[config.mk]
export PLATFORM = sky130hd
export DESIGN_NAME = morra_cinese_param
export DESIGN_NICKNAME = d
export VERILOG_FILES = /design/src/rtl/morra_pkg.sv /design/src/rtl/morra_manche_judge.sv /design/src/rtl/morra_cinese_param.sv
export SDC_FILE = /design/constraint.sdc
export NUM_CORES = 1
export LEC_CHECK = 0
export ABC_AREA = 1
export CAP_MARGIN = 5
export CORE_MARGIN = 2
export CORE_UTILIZATION = 25
export CTS_CLUSTER_DIAMETER = 200
export DETAILED_ROUTE_END_ITERATION = 7
export PLACE_DENSITY_LB_ADDON = 0.2
export SKIP_CTS_REPAIR_TIMING = 1
export SLEW_MARGIN = 20
export SYNTH_ARGS = -nofsm -noshare
export SYNTH_HDL_FRONTEND = slang
export SYNTH_SLANG_ARGS = --single-unit
[constraint.sdc]
create_clock -name clk -period 12 [get_ports clk]
set_clock_uncertainty 0.2 [all_clocks]
set_input_delay 1.8 -clock clk [delete_from_list [all_inputs] [get_ports clk]]
set_output_delay 1.8 -clock clk [all_outputs]
set_load 0.03 [all_outputs]
[src/rtl/morra_pkg.sv]
// Shared encodings and the move-dominance rule for the parametrised morra cinese engine.
package morra_pkg;

    typedef enum logic [1:0] {
        NO_MOVE  = 2'b00,
        ROCK     = 2'b01,
        PAPER    = 2'b10,
        SCISSORS = 2'b11
    } move_t;

    typedef enum logic [1:0] {
        M_INVALID = 2'b00,
        M_PLAYER1 = 2'b01,
        M_PLAYER2 = 2'b10,
        M_NONE    = 2'b11
    } manche_t;

    typedef enum logic [1:0] {
        P_NOT_ENDED = 2'b00,
        P_P1_WINNER = 2'b01,
        P_P2_WINNER = 2'b10,
        P_DRAW      = 2'b11
    } partita_t;

    typedef enum logic [1:0] {
        S_IDLE    = 2'b00,
        S_PLAYING = 2'b01,
        S_ENDED   = 2'b10
    } state_t;

    // Previous winner and the move it may not repeat; active=0 means no restriction.
    typedef struct packed {
        logic  active;
        logic  player2;
        move_t move;
    } restr_t;

    function automatic logic beats(move_t a, move_t b);
        return ((a == PAPER)    && (b == ROCK))     ||
               ((a == ROCK)     && (b == SCISSORS)) ||
               ((a == SCISSORS) && (b == PAPER));
    endfunction

endpackage

[src/rtl/morra_manche_judge.sv]
// Combinational judge of a single manche, including the optional no-repeat restriction.
module morra_manche_judge
    import morra_pkg::*;
#(
    parameter int NO_REPEAT = 1
) (
    input  move_t   primo_i,
    input  move_t   secondo_i,
    input  restr_t  restr_i,
    output manche_t manche_o
);

    logic blocked;

    always_comb begin
        blocked = 1'b0;
        if ((NO_REPEAT != 0) && restr_i.active) begin
            blocked = restr_i.player2 ? (secondo_i == restr_i.move)
                                      : (primo_i == restr_i.move);
        end

        if ((primo_i == NO_MOVE) || (secondo_i == NO_MOVE) || blocked) begin
            manche_o = M_INVALID;
        end else if (beats(primo_i, secondo_i)) begin
            manche_o = M_PLAYER1;
        end else if (beats(secondo_i, primo_i)) begin
            manche_o = M_PLAYER2;
        end else begin
            manche_o = M_NONE;
        end
    end

endmodule

[src/rtl/morra_cinese_param.sv]
// Game engine: FSM, round/score counters and end-of-partita check; one manche judged per clock.
module morra_cinese_param
    import morra_pkg::*;
#(
    parameter int CFG_W       = 4,
    parameter int MIN_ROUNDS  = 4,
    parameter int LEAD_MARGIN = 2,
    parameter int NO_REPEAT   = 1,
    parameter int RW          = $clog2(2**CFG_W + MIN_ROUNDS)
) (
    input  logic             clk,
    input  logic             rst,
    input  logic             INIZIA,
    input  logic [CFG_W-1:0] CFG,
    input  logic [1:0]       PRIMO,
    input  logic [1:0]       SECONDO,
    output logic [1:0]       MANCHE,
    output logic [1:0]       PARTITA,
    output logic [RW-1:0]    ROUNDS_PLAYED,
    output logic [RW-1:0]    SCORE_P1,
    output logic [RW-1:0]    SCORE_P2
);

    localparam logic [RW-1:0] MIN_R  = RW'(MIN_ROUNDS);
    localparam logic [RW-1:0] LEAD_R = RW'(LEAD_MARGIN);
    localparam logic [RW-1:0] ONE_R  = RW'(1);

    state_t        state_q;
    manche_t       manche_q;
    partita_t      partita_q;
    logic [RW-1:0] rounds_q, s1_q, s2_q, max_q;
    restr_t        restr_q;

    move_t         primo_mv, secondo_mv;
    manche_t       judge_res;
    logic          valid;
    logic [RW-1:0] rounds_d, s1_d, s2_d, diff_d;
    logic          early_end, limit_end;
    partita_t      leader_res;
    restr_t        restr_d;

    assign primo_mv   = move_t'(PRIMO);
    assign secondo_mv = move_t'(SECONDO);

    morra_manche_judge #(
        .NO_REPEAT (NO_REPEAT)
    ) u_judge (
        .primo_i   (primo_mv),
        .secondo_i (secondo_mv),
        .restr_i   (restr_q),
        .manche_o  (judge_res)
    );

    // Post-update values: the end check must see the manche being judged this cycle.
    always_comb begin
        valid    = (judge_res != M_INVALID);
        rounds_d = valid ? (rounds_q + ONE_R) : rounds_q;
        s1_d     = (judge_res == M_PLAYER1) ? (s1_q + ONE_R) : s1_q;
        s2_d     = (judge_res == M_PLAYER2) ? (s2_q + ONE_R) : s2_q;
        diff_d   = (s1_d > s2_d) ? (s1_d - s2_d) : (s2_d - s1_d);

        early_end = (rounds_d >= MIN_R) && (diff_d >= LEAD_R);
        limit_end = (rounds_d == max_q);

        if (s1_d > s2_d) begin
            leader_res = P_P1_WINNER;
        end else if (s2_d > s1_d) begin
            leader_res = P_P2_WINNER;
        end else begin
            leader_res = P_DRAW;
        end

        restr_d = '0;
        if (judge_res == M_PLAYER1) begin
            restr_d = '{active: 1'b1, player2: 1'b0, move: primo_mv};
        end else if (judge_res == M_PLAYER2) begin
            restr_d = '{active: 1'b1, player2: 1'b1, move: secondo_mv};
        end
    end

    always_ff @(posedge clk) begin
        if (rst) begin
            state_q   <= S_IDLE;
            manche_q  <= M_INVALID;
            partita_q <= P_NOT_ENDED;
            rounds_q  <= '0;
            s1_q      <= '0;
            s2_q      <= '0;
            max_q     <= '0;
            restr_q   <= '0;
        end else if (INIZIA) begin
            state_q   <= S_PLAYING;
            manche_q  <= M_INVALID;
            partita_q <= P_NOT_ENDED;
            rounds_q  <= '0;
            s1_q      <= '0;
            s2_q      <= '0;
            max_q     <= RW'(CFG) + MIN_R;
            restr_q   <= '0;
        end else begin
            case (state_q)
                S_IDLE: begin
                    manche_q  <= M_INVALID;
                    partita_q <= P_NOT_ENDED;
                end
                S_PLAYING: begin
                    manche_q <= judge_res;
                    if (valid) begin
                        rounds_q <= rounds_d;
                        s1_q     <= s1_d;
                        s2_q     <= s2_d;
                        restr_q  <= restr_d;
                        // A lead-margin end always has a strict leader, so leader_res serves both cases.
                        if (early_end || limit_end) begin
                            partita_q <= leader_res;
                            state_q   <= S_ENDED;
                        end else begin
                            partita_q <= P_NOT_ENDED;
                        end
                    end
                end
                S_ENDED: begin
                    manche_q <= M_INVALID;
                end
                default: begin
                    state_q   <= S_IDLE;
                    manche_q  <= M_INVALID;
                    partita_q <= P_NOT_ENDED;
                end
            endcase
        end
    end

    assign MANCHE        = manche_q;
    assign PARTITA       = partita_q;
    assign ROUNDS_PLAYED = rounds_q;
    assign SCORE_P1      = s1_q;
    assign SCORE_P2      = s2_q;

endmodule

==> run_results.csv, run 1 <==
group,metric,value,unit
floorplan,io_pins,30,
yosys,synth_most_common_cell,"nand2_1",
floorplan,start_util,25.96,%
outcome,status,"completed",
yosys,ys_warn_count,0,
final_layout,area_growth,22.76,%
flow_run,maxCapViolations,0,
sta,fmax,166.1,MHz
hold_path,worstHoldStart,"restr_q[3]",
floorplan,fp.dieH,96.84,µm
clock_tree,insertion_delay,0.28,ns
hold_path,holdCritPathClass,"flip-flop to flip-flop",
yosys,synthCells,312,
grt,grt_pass1_vias,1992,
clock_tree,htree_levels,2,
grt,use_met1,15.10,%
critical_path,arrival,5.98,ns
detailed_routing,remaining_drc_errors,0,
sta,worst_pin_slew,0.6434,ns
detailed_routing,antenna_left,0,
final_layout,diodes,0,
critical_path,cp.required,11.96,ns
detailed_routing,routed_wl,5308,µm
detailed_routing,post_drt_wl_per_cell,11.80,µm
detailed_routing,drt-pass1-iter-count,4,
floorplan,row_count,33,
placement,gp_congestion,0.8982,
sta,timing_hold_violations_final,0,
yosys,yosysTopAreaCell,"dfxtp_1",
critical_path,critical_path_class,"primary input to flip-flop",
sta,relSlewSlack,56.66,%
sta,fin_ws,5.978,ns
placement,dpl.hpwl,4071,µm
hold_path,min_path_cells,2,
grt,overflow,0,
sta,min_period,6.022,ns
power,p_leak,1.186,nW
yosys,syn_area,2155,µm²
final_layout,layout-drive-gt1-share,8.406,%
yosys,synth-async-reset-ratio,0,%
yosys,synth_nets,340,
critical_path,r2r-start,"restr_q[2]",
final_layout,num-nets-final,372,
floorplan,core-area,8299,µm²
yosys,netlist.area_leader.share,27.87,%
grt,grt_use_met2,20.19,%
yosys,ys_top_cells_by_count,"nand2_1, inv_1, a21oi_1, dfxtp_1, o21ai_0",
critical_path,timing.rr.end,"PARTITA[1]",
hold_path,holdPathEnd,"restr_q[3]",
final_layout,fillers,874,
grt,grt_max_degree,27,
power,peakVddDrop,46.23,µV
yosys,syn_area_per_cell,6.906,µm²
yosys,yosysSeqAreaShare,27.87,%
grt,grt_pass1_wl,9197,µm
sta,fin_tns_setup,0,ns
grt,busiest_layer,"met2",
sta,setup_viol,0,
critical_path,rr_worst_depth,21,
placement,pre_cts_ws,5.662,ns
yosys,synth_cell_types,32,
clock_tree,cts_tree,"done",
floorplan,design.die.area,9377,µm²
clock_tree,clk_path_buf_depth,2,
critical_path,r2r_slack,7.78,ns
power,finalPower,307.0,µW
yosys,synth.area.top_cells,"dfxtp_1, nand2_1, ha_1",
clock_tree,root_buffer,"clkbuf_8",
clock_tree,cts_buffers,5,
detailed_routing,viasPerCell,4.518,
sta,drv_slew,0,
critical_path,worstSetupEndpointType,"flip-flop",
detailed_routing,vias,2033,
sta,fin_crit_sh,50.18,%
yosys,synth_edf_count,0,
power,powerDensity,116.1,nW/µm²
critical_path,critPathLaunchType,"primary input",
sta,rsz0062_at_grt,"false",
grt,antenna_found_initial,0,
clock_tree,clkSinkCount,30,
yosys,synth_top_flop_cell,"dfxtp_1",
placement,port_buffers,29,
grt,met3_usage,2.095,%
critical_path,critPathMaxFanout,9,
clock_tree,cts.clk_slew.worst_paths,0.06,ns
grt,grt_usage,11.76,%
yosys,ys_ff_latch,30,
detailed_routing,drtIter0Drc,139,
floorplan,fp.dieW,96.84,µm
-- worst max-delay path, cell delays in order --
cell             delay (ns)
clkdlybuf4s50_1        0.51
inv_1                  0.11
o21ai_0                0.21
xor2_1                 0.16
o31ai_1                0.10
nor4_1                 0.39
inv_1                  0.17
ha_1                   0.36
o21ai_0                0.58
inv_1                  0.18
fa_1                   0.49
inv_1                  0.08
nand4_1                0.11
nand2_1                0.07
nand2_1                0.04
nand2_1                0.07
nand2_1                0.05
a21oi_1                0.15
nand2_1                0.08
nand2_2                0.07
nand2_2                0.06
nand3_1                0.07
a21oi_1                0.06
-- worst max-delay path by stage --
stage,from,depth (start not counted),to
global route,PRIMO[0],23,PARTITA[1]
floorplan,PRIMO[0],23,PARTITA[0]
detailed placement,PRIMO[0],23,PARTITA[1]
CTS,PRIMO[0],23,PARTITA[1]
global placement,PRIMO[0],23,PARTITA[0]
finish,PRIMO[0],23,PARTITA[1]
-- registers in the layout, indices dropped and copies added (netlist names), named ones only --
name and count:
PARTITA 2, SCORE_P2 4, MANCHE 2, max_q 5, restr_q 4, SCORE_P1 5, ROUNDS_PLAYED 5, state_q 2
-- final cells by class --
cell class | count | area, µm² | share of cell area, %
inverter | 54 | 202.7 | 7.663
clock inverter | 1 | 5.005 | 0.1892
sequential | 30 | 600.6 | 22.71
clock buffer | 7 | 86.33 | 3.264
tap | 105 | 131.4 | 4.967
timing repair buffer | 31 | 305.3 | 11.54
multi-input combinational | 222 | 1314 | 49.67
-- layer usage --
layer / part of all wire [%] / vias up
met5: 0 / -
met4: 1.3 / 0
met3: 2.2 / 6
met2: 48 / 27
met1: 49 / 921
li1: - / 1079
-- kinds of logic (layout without fill, tap and decap cells) --
| group | count (synthesis) | count (layout) | synth area share [%] |
|---|---|---|---|
| AO/OA/AOI/OAI | 65 | 65 | 15.68 |
| flip-flops | 30 | 30 | 27.87 |
| adder cells (fa/ha/maj) | 17 | 17 | 10.57 |
| buffers and inverters | 60 | 93 | 11.15 |
| XOR/XNOR | 16 | 16 | 6.504 |
| AND/OR/NAND/NOR | 124 | 124 | 28.22 |
-- layout by cell type (no fill, tap or decap), types with 2 or more instances in the layout --
cell	instances
a21oi_1	30
buf_4	2
clkbuf_8	6
clkdlybuf4s50_1	29
dfxtp_1	30
fa_1	2
ha_1	15
inv_1	49
inv_2	4
nand2_1	55
nand2_2	6
nand2_4	5
nand3_1	15
nand4_1	8
nor2_1	17
nor2_2	2
nor3_1	3
nor4_1	8
o21ai_0	30
xnor2_1	5
xor2_1	11
-- where the power goes --
part | total (mW) | internal, mW | switching, mW
Clock | 0.0862 | 0.0462 | 0.0400
Combinational | 0.111 | 0.0415 | 0.0699
Sequential | 0.109 | 0.105 | 0.00461
-- metrics by stage --
stage	area, µm²	utilization (%)	hold WS, ns	instances
5_1_grt	2645	31.87	0.2881	450
2_1_floorplan	2155	-	0.2294	312
3_5_place_dp	2554	30.77	0.2593	442
3_3_place_gp	2554	30.77	0.2580	442
4_1_cts	2645	31.87	0.2689	450
6_report	2645	31.87	0.2652	450
No activity file was read; power rests on OpenSTA's default activity.
==> inputs of run 2 (changes only) <==
Clock period 12 ns to 5.85 ns, I/O delays scaled along.
==> run_results.csv, run 2 (synthesis results as in run 1) <==
group,metric,value,unit
final_layout,finalNonFillerCells,450,
power,p_int,419.1,µW
detailed_routing,antenna_left,0,
final_layout,num-nets-final,372,
sta,min_period,5.093,ns
grt,grt_pass1_vias,1941,
floorplan,row_count,33,
floorplan,core-area,8299,µm²
critical_path,critPathLaunchType,"primary input",
floorplan,start_util,25.96,%
sta,fmax,196.3,MHz
sta,timing_hold_violations_final,0,
critical_path,critPathMaxFanout,9,
critical_path,critical_path_class,"primary input to flip-flop",
final_layout,final_cell_mix,"nand2_1, inv_1, dfxtp_1, o21ai_0, a21oi_1",
power,seq_power_share,34.2,%
sta,relSlewSlack,51.43,%
clock_tree,htree_levels,2,
sta,worst_pin_slew,0.7210,ns
flow_run,maxCapViolations,0,
critical_path,cp_slowest_cell,"o21ai_0",
critical_path,cpPeakStageDelay,0.63,ns
floorplan,fp.dieH,96.84,µm
final_layout,fillers,882,
detailed_routing,vias,2031,
clock_tree,clk_path_buf_depth,2,
power,clkPwrFrac,30.7,%
critical_path,worstSetupEndpointType,"flip-flop",
grt,antenna_found_initial,0,
detailed_routing,post_drt_wl_per_cell,11.72,µm
critical_path,crit_path_frequent_cell,"nand2_1",
sta,timing.hold.ws,0.2664,ns
floorplan,fp.dieW,96.84,µm
power,sw_frac_of_total,35.97,%
critical_path,cp.required,5.81,ns
clock_tree,cts_tree,"done",
power,p_comb_share,35.0,%
sta,fin_tns_setup,0,ns
critical_path,crit_chain,"clkdlybuf4s50_1 > inv_1 > o21ai_0 > xor2_1 > o31ai_1 > nor4_1 > inv_1 > ha_1 > o21ai_0 > inv_1 > fa_1 > inv_1 > nand4_1 > nand2_1 > nand2_1 > nand2_1 > nand2_1 > a21oi_1 > nand2_1 > nand2_2 > nand2_2 > nand3_1 > a21oi_1",
grt,overflow,0,
clock_tree,cts.clk_slew.worst_paths,0.06,ns
floorplan,io_pins,30,
power,p_switching,235.5,µW
detailed_routing,remaining_drc_errors,0,
grt,grt_max_degree,27,
hold_path,holdCritPathClass,"flip-flop to flip-flop",
sta,rsz0062_at_grt,"false",
final_layout,layout-drive-gt1-share,8.696,%
final_layout,area_growth,23.64,%
detailed_routing,viasPerCell,4.513,
grt,grt_usage,11.49,%
final_layout,diodes,0,
placement,dp.cells,442,
power,p_leak,1.196,nW
clock_tree,clkSinkCount,30,
critical_path,arrival,5.05,ns
final_layout,layout_commonest_cell,"nand2_1",
clock_tree,insertion_delay,0.28,ns
placement,gp_congestion,0.9056,
clock_tree,cts_buffers,5,
detailed_routing,routed_wl,5274,µm
sta,fin_crit_sh,87.07,%
power,peakVddDrop,87.31,µV
outcome,status,"completed",
placement,dpl.hpwl,4098,µm
power,powerDensity,245.8,nW/µm²
sta,setup_viol,0,
clock_tree,root_buffer,"clkbuf_8",
detailed_routing,drtIter0Drc,120,
detailed_routing,drt-pass1-iter-count,4,
grt,grt_pass1_wl,9032,µm
placement,port_buffers,29,
floorplan,design.die.area,9377,µm²
sta,drv_slew,0,
run 2: critical path: cells and delay by family:
kind,cells,cell delay [ns]
AOI/OAI and AO/OA,5,1.12
adders and majority gates,2,0.84
buffers and inverters,5,1.06
and+or+nand+nor,10,0.97
xor gates and xnor gates,1,0.17
run 2: final timing paths:
path	from	to	slack, ns	depth (start not counted)
hold reg to reg	restr_q[3]	restr_q[3]	0.27	2
hold / removal	restr_q[3]	restr_q[3]	0.27	2
setup / recovery	PRIMO[0]	PARTITA[1]	0.76	23
setup reg to reg	restr_q[2]	PARTITA[1]	1.65	21
run 2: area by class of cell:
| cell class | count | area, µm² | area share, % |
|---|---|---|---|
| Multi-Input combinational cell | 222 | 1314 | 49.32 |
| Sequential cell | 30 | 600.6 | 22.55 |
| Clock buffer | 8 | 110.1 | 4.133 |
| Tap cell | 105 | 131.4 | 4.932 |
| Inverter | 54 | 202.7 | 7.609 |
| Timing Repair Buffer | 31 | 305.3 | 11.46 |
run 2: power groups by stage:
stage	registers, mW	clock network, mW	logic, mW
3_3_place_gp	0.229	0	0.232
3_5_place_dp	0.229	0	0.229
4_1_cts	0.224	0.210	0.230
6_report	0.224	0.201	0.229
5_1_grt	0.226	0.218	0.261
2_1_floorplan	0.238	0	0.162
run 2: per-layer routing:
layer / global-route usage, % / up-vias / wire, µm
met1: 14.81 / 915 / 2456
met3: 1.951 / 2 / 154
li1: - / 1078 / -
met5: 0 / - / 0
met2: 19.44 / 36 / 2617
met4: 3.792 / 0 / 45
run 2: through the flow:
step / util (%) / power (mW) / setup slack, ns / instance area, µm²
floorplan: - / 0.4001 / 1.593 / 2155
global placement: 30.77 / 0.4611 / 0.4703 / 2554
detailed placement: 30.77 / 0.4579 / 0.4470 / 2554
CTS: 32.10 / 0.6645 / 0.7185 / 2664
global route: 32.10 / 0.7045 / 0.2694 / 2664
finish: 32.10 / 0.6546 / 0.7565 / 2664
